===== config.mk =====
export PLATFORM = sky130hd
export DESIGN_NAME = split_join_sched_flat
export DESIGN_NICKNAME = d
export VERILOG_FILES = /design/src/rtl/split_join_sched_pkg.sv /design/src/rtl/split_join_sched_if.sv /design/src/rtl/split_join_sched_arb.sv /design/src/rtl/split_join_sched.sv /design/src/flat_wrapper.sv
export SDC_FILE = /design/constraint.sdc
export NUM_CORES = 1
export LEC_CHECK = 0
export CORE_MARGIN = 4
export CORE_UTILIZATION = 41
export DETAILED_ROUTE_END_ITERATION = 16
export GPL_TIMING_DRIVEN = 0
export PLACE_DENSITY = 0.8
export SLEW_MARGIN = 20
export SYNTH_ARGS = -nofsm -noshare
export SYNTH_HDL_FRONTEND = slang
export SYNTH_HIERARCHICAL = 1
export SYNTH_SLANG_ARGS = --single-unit

===== constraint.sdc =====
create_clock -name clk -period 5.1 [get_ports clk]
set_input_delay 0.51 -clock clk [delete_from_list [all_inputs] [get_ports clk]]
set_output_delay 0.51 -clock clk [all_outputs]
set_load 0.1 [all_outputs]

===== src/rtl/split_join_sched_pkg.sv =====
// Shared types for the split/join front-end scheduler: divergence descriptors,
// error codes and the width helper used for warp/requester indices.
package split_join_sched_pkg;

  localparam int NUM_WARPS   = 4;
  localparam int NUM_THREADS = 4;
  localparam int STACK_PTR_W = 2;

  localparam logic [1:0] SJ_ERR_NONE = 2'b00;
  localparam logic [1:0] SJ_ERR_OVF  = 2'b01;
  localparam logic [1:0] SJ_ERR_UNF  = 2'b10;
  localparam logic [1:0] SJ_ERR_ILL  = 2'b11;

  typedef struct packed {
    logic                   valid;
    logic                   is_dvg;
    logic [NUM_THREADS-1:0] then_tmask;
    logic [NUM_THREADS-1:0] else_tmask;
    logic [31:0]            next_pc;
  } split_t;

  typedef struct packed {
    logic                   valid;
    logic                   is_dvg;
    logic [STACK_PTR_W-1:0] stack_ptr;
  } join_t;

  function automatic int log2up(input int n);
    return (n > 1) ? $clog2(n) : 1;
  endfunction

endpackage


===== src/rtl/split_join_sched_if.sv =====
// Request, forward and join-response bundle between issue slices, the scheduler
// and the IPDOM stack unit.
interface split_join_sched_if #(
  parameter int NUM_REQS = 2,
  parameter int WID_W    = 2
);
  import split_join_sched_pkg::*;

  logic [NUM_REQS-1:0]            req_valid;
  logic [NUM_REQS-1:0][WID_W-1:0] req_wid;
  split_t [NUM_REQS-1:0]          req_split;
  join_t  [NUM_REQS-1:0]          req_join;
  logic [NUM_REQS-1:0]            req_ready;

  logic                           sj_valid;
  logic [WID_W-1:0]               sj_wid;
  split_t                         sj_split;
  join_t                          sj_join;

  logic                           join_rsp_valid;
  logic [WID_W-1:0]               join_rsp_wid;

  modport master (
    output req_valid, req_wid, req_split, req_join, join_rsp_valid, join_rsp_wid,
    input  req_ready, sj_valid, sj_wid, sj_split, sj_join
  );

  modport slave (
    input  req_valid, req_wid, req_split, req_join, join_rsp_valid, join_rsp_wid,
    output req_ready, sj_valid, sj_wid, sj_split, sj_join
  );

endinterface


===== src/rtl/split_join_sched_arb.sv =====
// Round-robin arbiter without lock: scans upward from the pointer, wrapping,
// and moves the pointer one past the winner whenever a grant is issued.
module split_join_sched_arb #(
  parameter int NUM_REQS = 2,
  parameter int IDX_W    = (NUM_REQS > 1) ? $clog2(NUM_REQS) : 1
) (
  input  logic                clk,
  input  logic                reset,
  input  logic [NUM_REQS-1:0] requests,
  output logic [NUM_REQS-1:0] grant_onehot,
  output logic [IDX_W-1:0]    grant_index,
  output logic                grant_valid
);

  logic [IDX_W-1:0] ptr_q;
  logic [IDX_W:0]   scan_sum;
  logic [IDX_W-1:0] scan_idx;

  always_comb begin
    grant_onehot = '0;
    grant_index  = '0;
    grant_valid  = 1'b0;
    scan_sum     = '0;
    scan_idx     = '0;
    for (int k = 0; k < NUM_REQS; k++) begin
      scan_sum = {1'b0, ptr_q} + (IDX_W+1)'(k);
      if (scan_sum >= (IDX_W+1)'(NUM_REQS))
        scan_sum = scan_sum - (IDX_W+1)'(NUM_REQS);
      scan_idx = scan_sum[IDX_W-1:0];
      if (!grant_valid && requests[scan_idx]) begin
        grant_valid            = 1'b1;
        grant_index            = scan_idx;
        grant_onehot[scan_idx] = 1'b1;
      end
    end
  end

  always_ff @(posedge clk or negedge reset) begin
    if (!reset)
      ptr_q <= '0;
    else if (grant_valid)
      ptr_q <= (grant_index == IDX_W'(NUM_REQS-1)) ? '0 : grant_index + IDX_W'(1);
  end

endmodule


===== src/rtl/split_join_sched.sv =====
// Split/join front-end: picks one eligible divergence request per cycle, guards
// per-warp IPDOM depth, blocks warps with a join in flight and latches the first error.
module split_join_sched
  import split_join_sched_pkg::*;
#(
  parameter int NUM_REQS       = 2,
  parameter int WARP_CNT       = NUM_WARPS,
  parameter int THREAD_CNT     = NUM_THREADS,
  parameter int WARP_CNT_WIDTH = log2up(WARP_CNT),
  parameter int STACK_DEPTH    = (THREAD_CNT > 1) ? (THREAD_CNT - 1) : 1
) (
  input  logic                      clk,
  input  logic                      reset,
  split_join_sched_if.slave         sj_if,
  output logic [WARP_CNT-1:0]       warp_busy,
  output logic                      err_valid,
  output logic [1:0]                err_code,
  output logic [WARP_CNT_WIDTH-1:0] err_wid
);

  localparam int DEPTH_W = $clog2(STACK_DEPTH + 1);
  localparam int IDX_W   = log2up(NUM_REQS);

  logic [WARP_CNT-1:0]       busy_q;
  logic [WARP_CNT-1:0]       clr_mask;
  logic [WARP_CNT-1:0]       set_mask;
  logic [NUM_REQS-1:0]       eligible;
  logic [NUM_REQS-1:0]       grant_oh;
  logic [IDX_W-1:0]          grant_idx;
  logic                      grant_valid;

  logic [DEPTH_W-1:0]        depth_q [WARP_CNT];
  logic [DEPTH_W-1:0]        cur_depth;
  logic [WARP_CNT_WIDTH-1:0] sel_wid;
  split_t                    fwd_split;
  join_t                     fwd_join;
  logic                      do_push;
  logic                      do_pop;
  logic                      err_hit;
  logic [1:0]                err_c;

  // A response on the same cycle unblocks its warp; reset masks all requests.
  always_comb begin
    clr_mask = '0;
    if (sj_if.join_rsp_valid)
      clr_mask[sj_if.join_rsp_wid] = 1'b1;
    for (int i = 0; i < NUM_REQS; i++)
      eligible[i] = reset && sj_if.req_valid[i] &&
                    !(busy_q[sj_if.req_wid[i]] && !clr_mask[sj_if.req_wid[i]]);
  end

  split_join_sched_arb #(.NUM_REQS(NUM_REQS), .IDX_W(IDX_W)) u_arb (
    .clk          (clk),
    .reset        (reset),
    .requests     (eligible),
    .grant_onehot (grant_oh),
    .grant_index  (grant_idx),
    .grant_valid  (grant_valid)
  );

  assign sj_if.req_ready = grant_oh;

  always_comb begin
    sel_wid   = sj_if.req_wid[grant_idx];
    fwd_split = sj_if.req_split[grant_idx];
    fwd_join  = sj_if.req_join[grant_idx];
    cur_depth = depth_q[sel_wid];
    err_hit   = 1'b0;
    err_c     = SJ_ERR_NONE;
    set_mask  = '0;

    if (fwd_split.valid && fwd_join.valid) begin
      fwd_join.valid = 1'b0;
      err_hit        = 1'b1;
      err_c          = SJ_ERR_ILL;
    end
    if (fwd_split.valid && fwd_split.is_dvg && cur_depth == DEPTH_W'(STACK_DEPTH)) begin
      fwd_split.valid = 1'b0;
      if (!err_hit) err_c = SJ_ERR_OVF;
      err_hit = 1'b1;
    end
    if (fwd_join.valid && fwd_join.is_dvg && cur_depth == '0) begin
      fwd_join.valid = 1'b0;
      err_hit        = 1'b1;
      err_c          = SJ_ERR_UNF;
    end

    do_push = grant_valid && fwd_split.valid && fwd_split.is_dvg;
    do_pop  = grant_valid && fwd_join.valid && fwd_join.is_dvg;
    if (grant_valid && fwd_join.valid)
      set_mask[sel_wid] = 1'b1;
  end

  always_ff @(posedge clk or negedge reset) begin
    if (!reset) begin
      sj_if.sj_valid <= 1'b0;
      sj_if.sj_wid   <= '0;
      sj_if.sj_split <= '0;
      sj_if.sj_join  <= '0;
    end else begin
      sj_if.sj_valid <= grant_valid;
      if (grant_valid) begin
        sj_if.sj_wid   <= sel_wid;
        sj_if.sj_split <= fwd_split;
        sj_if.sj_join  <= fwd_join;
      end
    end
  end

  // Set has priority over clear so a join re-issued on its response cycle stays blocked.
  always_ff @(posedge clk or negedge reset) begin
    if (!reset)
      busy_q <= '0;
    else
      busy_q <= (busy_q & ~clr_mask) | set_mask;
  end

  always_ff @(posedge clk or negedge reset) begin
    if (!reset) begin
      for (int w = 0; w < WARP_CNT; w++)
        depth_q[w] <= '0;
    end else if (do_push) begin
      depth_q[sel_wid] <= cur_depth + DEPTH_W'(1);
    end else if (do_pop) begin
      depth_q[sel_wid] <= cur_depth - DEPTH_W'(1);
    end
  end

  always_ff @(posedge clk or negedge reset) begin
    if (!reset) begin
      err_valid <= 1'b0;
      err_code  <= SJ_ERR_NONE;
      err_wid   <= '0;
    end else if (grant_valid && err_hit && !err_valid) begin
      err_valid <= 1'b1;
      err_code  <= err_c;
      err_wid   <= sel_wid;
    end
  end

  assign warp_busy = busy_q;

endmodule


===== src/flat_wrapper.sv =====
// flat-port wrapper written by rule: the top's interface ports become plain ports
module split_join_sched_flat import split_join_sched_pkg::*;
#(
  parameter int NUM_REQS       = 2,
  parameter int WARP_CNT       = NUM_WARPS,
  parameter int THREAD_CNT     = NUM_THREADS,
  parameter int WARP_CNT_WIDTH = log2up(WARP_CNT),
  parameter int STACK_DEPTH    = (THREAD_CNT > 1) ? (THREAD_CNT - 1) : 1
)
  (clk, reset, warp_busy, err_valid, err_code, err_wid, sj_if_req_valid, sj_if_req_wid, sj_if_req_split, sj_if_req_join, sj_if_join_rsp_valid, sj_if_join_rsp_wid, sj_if_req_ready, sj_if_sj_valid, sj_if_sj_wid, sj_if_sj_split, sj_if_sj_join);
  split_join_sched_if #(.NUM_REQS(NUM_REQS), .WID_W(2)) sj_if_i ();
  input  logic clk;
  input  logic reset;
  output logic [WARP_CNT-1:0] warp_busy;
  output logic err_valid;
  output logic [1:0] err_code;
  output logic [WARP_CNT_WIDTH-1:0] err_wid;
  input wire logic [$bits(sj_if_i.req_valid)-1:0] sj_if_req_valid;
  input wire logic [$bits(sj_if_i.req_wid)-1:0] sj_if_req_wid;
  input wire logic [$bits(sj_if_i.req_split)-1:0] sj_if_req_split;
  input wire logic [$bits(sj_if_i.req_join)-1:0] sj_if_req_join;
  input wire logic [$bits(sj_if_i.join_rsp_valid)-1:0] sj_if_join_rsp_valid;
  input wire logic [$bits(sj_if_i.join_rsp_wid)-1:0] sj_if_join_rsp_wid;
  output wire logic [$bits(sj_if_i.req_ready)-1:0] sj_if_req_ready;
  output wire logic [$bits(sj_if_i.sj_valid)-1:0] sj_if_sj_valid;
  output wire logic [$bits(sj_if_i.sj_wid)-1:0] sj_if_sj_wid;
  output wire logic [$bits(sj_if_i.sj_split)-1:0] sj_if_sj_split;
  output wire logic [$bits(sj_if_i.sj_join)-1:0] sj_if_sj_join;
  assign sj_if_i.req_valid = sj_if_req_valid;
  assign sj_if_i.req_wid = sj_if_req_wid;
  assign sj_if_i.req_split = sj_if_req_split;
  assign sj_if_i.req_join = sj_if_req_join;
  assign sj_if_i.join_rsp_valid = sj_if_join_rsp_valid;
  assign sj_if_i.join_rsp_wid = sj_if_join_rsp_wid;
  assign sj_if_req_ready = sj_if_i.req_ready;
  assign sj_if_sj_valid = sj_if_i.sj_valid;
  assign sj_if_sj_wid = sj_if_i.sj_wid;
  assign sj_if_sj_split = sj_if_i.sj_split;
  assign sj_if_sj_join = sj_if_i.sj_join;
  split_join_sched #(.NUM_REQS(NUM_REQS), .WARP_CNT(WARP_CNT), .THREAD_CNT(THREAD_CNT), .WARP_CNT_WIDTH(WARP_CNT_WIDTH), .STACK_DEPTH(STACK_DEPTH)) u_core (.clk(clk), .reset(reset), .sj_if(sj_if_i), .warp_busy(warp_busy), .err_valid(err_valid), .err_code(err_code), .err_wid(err_wid));
endmodule

==> flow_summary.json <==
{
  "finalCriticalPeriod_ns": 4.67,
  "fmax_ghz": 0.214,
  "synth_xor_area_share_pct": 1.03,
  "grt_util_all_layers_pct": 20.0,
  "drv_slew": 0,
  "cp-endpoint": "u_core/depth_q[1]$_DFFE_PN0P_",
  "arrival_ns": 4.88,
  "drv_cap": 0,
  "powerDensity_nw_per_um2": 538,
  "synth_top_family_by_area": "multiplexers",
  "vdd_drop_max_v": 0.000279,
  "io_buffer_count": 162,
  "viasPerCell": 5.15,
  "drtIter0Drc": 116,
  "die_w_um": 98.9,
  "hold_class": "primary input to asynchronous set/reset pin",
  "drt_pass1_iterations": 4,
  "ant_nets": 0,
  "cts_inserted_buffers": 9,
  "use_met1_pct": 24.1,
  "synth_top_cells_by_area": "dfrtp_1, mux2i_1, a21oi_1",
  "fillers": 633,
  "relSlewSlack_pct": 30.5,
  "antenna_found_initial": 0,
  "gp_congestion": 0.840,
  "finClkSkew_ns": 0.00657,
  "synth_simple_gate_area_share_pct": 13.3,
  "die_area_um2": 9780,
  "dp_cells": 592,
  "async_reset_ff_share_pct": 100,
  "yosysWarnings": 6,
  "cp.required_ns": 5.31,
  "muxShareOfSynthArea_pct": 20.3,
  "yosysMostFrequentCell": "dfrtp_1",
  "grt_setup_unrepaired": "false",
  "netlist_instances": 327,
  "dpl.hpwl_mm": 7.64,
  "post-route-period-util_pct": 91.6,
  "grt_max_degree": 54,
  "globalRouteMet2Util_pct": 33.7,
  "wirelength_mm": 9.85,
  "worst_skew_pair.late_latency_ns": 0.34,
  "synth_common_cells": "dfrtp_1, mux2i_1, nor2_1",
  "area_growth_pct": 59.9,
  "multiInputGateArea_um2": 1600,
  "seq_area_um2": 1680,
  "drive_above_1_share_pct": 8.89,
  "cts_root_buf": "clkbuf_8",
  "post-route-drc-count": 0,
  "grt_pass1_vias": 3198,
  "syn_nets": 432,
  "finalSetupViolCount": 0,
  "hold_viol": 0,
  "grt-ovfl-total": 0,
  "row_count": 32,
  "r2r_slack_ns": 0.78,
  "ys.flop_type": "dfrtp_1",
  "reg2reg_from": "u_core/warp_busy[2]$_DFF_PN0_",
  "syn_area_um2": 3390,
  "critPathLaunch": "sj_if_join_rsp_wid[1]",
  "vias": 3132,
  "cp-end-kind": "register",
  "cp_max_fo": 10,
  "seq_area_frac_synth_pct": 49.5,
  "busiest_layer": "met2",
  "synthAdderAreaFrac_pct": 0.739,
  "crit_path_max_incr_delay_ns": 0.47,
  "grt_pass1_wl_mm": 15.7,
  "clockBufferDepth": 2,
  "globalRouteMet3Util_pct": 5.66,
  "cpMostUsedCell": "mux4_2",
  "initial_core_util_pct": 42.9,
  "avgSynthCellArea_um2": 10.4,
  "dpl_cell_area_um2": 5160,
  "tightest_slew_ns": 1.04,
  "io_pins": 163,
  "r2r-end": "u_core/depth_q[1]$_DFFE_PN0P_",
  "cp_slowest_cell": "clkdlybuf4s50_1",
  "clk_pin_slew_ns": 0.07,
  "synth_edf_count": 0,
  "r2r_cells": 15,
  "synth_top_area_cell": "dfrtp_1",
  "final_cell_area_um2": 5410,
  "path_class": "primary input to register",
  "cellLeakagePower_nw": 2.19,
  "coreArea_um2": 7890,
  "die_h_um": 98.9,
  "cts_sinks": 67,
  "cts_setup_buffers": 0,
  "synth-compound-area-share_pct": 11.9,
  "synth_top_area_share_pct": 49.5,
  "nets": 606,
  "setup_tns_ns": 0,
  "tritoncts": "done",
  "diodes": 0,
  "start_kind": "primary input",
  "synth.distinct_cells": 37,
  "final_cell_count_no_fill": 608,
  "path_cells": "clkdlybuf4s50_1 -> nand2b_1 -> o21ai_1 -> mux4_2 -> and3_1 -> nand2b_4 -> and2_1 -> buf_6 -> mux2i_2 -> mux4_2 -> inv_1 -> ha_1 -> a211oi_1 -> a21o_1 -> nor3b_4 -> mux2i_1 -> nand3_1",
  "yosys_register_bits": 67,
  "cts_max_level": 3,
  "wl_per_cell_um": 16.2,
  "outcome": "complete, no violations"
}
-- stage by stage --
step                hold WS [ns]  setup slack, ns  total power, mW  util [%]
finish                    0.0234            0.429             2.91      68.6
global route              0.0351            0.170             3.02      68.6
CTS                       0.0191            0.333             2.93      68.6
detailed placement         0.391           0.0739             2.38      65.4
global placement           0.458            -1.65             2.35      65.1
floorplan                  0.214            0.639             1.94         -
-- final cells by class --
class | count | area share, %
Buffer | 19 | 1.62
Clock buffer | 10 | 2.54
Clock inverter | 6 | 2.08
Inverter | 6 | 0.416
Multi-Input combinational cell | 235 | 29.6
Sequential cell | 67 | 31.0
Tap cell | 102 | 2.36
Timing Repair Buffer | 163 | 30.4
-- state kept, by name (all words and copies together) (netlist names), named ones only --
register / flops
u_core/err_valid: 1
u_core/warp_busy: 4
u_core/err_wid: 2
u_core/sj_if.sj_valid: 1
u_core/sj_if.sj_wid: 2
u_core/err_code: 2
u_core/sj_if.sj_split: 42
u_core/depth_q: 4
u_core/sj_if.sj_join: 4
-- worst min-delay path by stage --
stage / from / to / slack (ns)
2_1_floorplan: reset / asynchronous set/reset pin / 0.21
3_3_place_gp: register / register / 0.46
3_5_place_dp: reset / u_core/sj_if.sj_join[3]$_DFFE_PN0P_ / 0.39
4_1_cts: reset / u_core/depth_q[5]$_DFFE_PN0P_ / 0.02
5_1_grt: reset / u_core/sj_if.sj_join[3]$_DFFE_PN0P_ / 0.04
6_report: reset / u_core/depth_q[5]$_DFFE_PN0P_ / 0.02
-- cell usage in the layout (no fill, tap or decap), drive strengths merged, types with 4 or more instances in the layout --
cell and count:
a21oi 50, buf 11, clkbuf 20, clkdlybuf4s50 161, dfrtp 67, inv 6
mux2 6, mux2i 51, mux4 4, nand2 12, nand2b 4, nand3 10
nor2 51, nor2b 4, nor3 5, o21ai 16, xnor2 4
-- power breakdown --
part | switching, mW | total [mW] | internal [mW] | leakage [nW]
registers | 0.0773 | 0.748 | 0.670 | 0.754
logic | 1.19 | 1.62 | 0.431 | 1.31
clock network | 0.207 | 0.546 | 0.339 | 0.126
-- what timing repair did --
action | CTS | global route
gates resized for setup | 0 | 1
endpoints found under the hold margin | 0 | 0
endpoints found under the setup margin | 0 | 1
hold buffers | 0 | 0
-- critical path, delay by kind of cell --
family / cells / cell delay (ns)
simple gates: 6 / 1.29
fa+ha+maj: 1 / 0.22
compound gates: 3 / 0.64
buf+inv: 3 / 0.73
mux: 4 / 1.50
-- per-layer routing --
layer	wire (um)	share of wire (%)
met1	3880	39
met2	4930	50
met3	877	8.9
met4	169	1.7
met5	0	0
-- logic make-up after synthesis --
logic type | count (synthesis)
and+or+nand+nor | 94
AOI/OAI and AO/OA | 74
DFF | 67
muxes | 61
buffers and inverters | 25
xor gates and xnor gates | 4
adders and majority gates | 2
No activity file was read; power rests on OpenSTA's default activity.
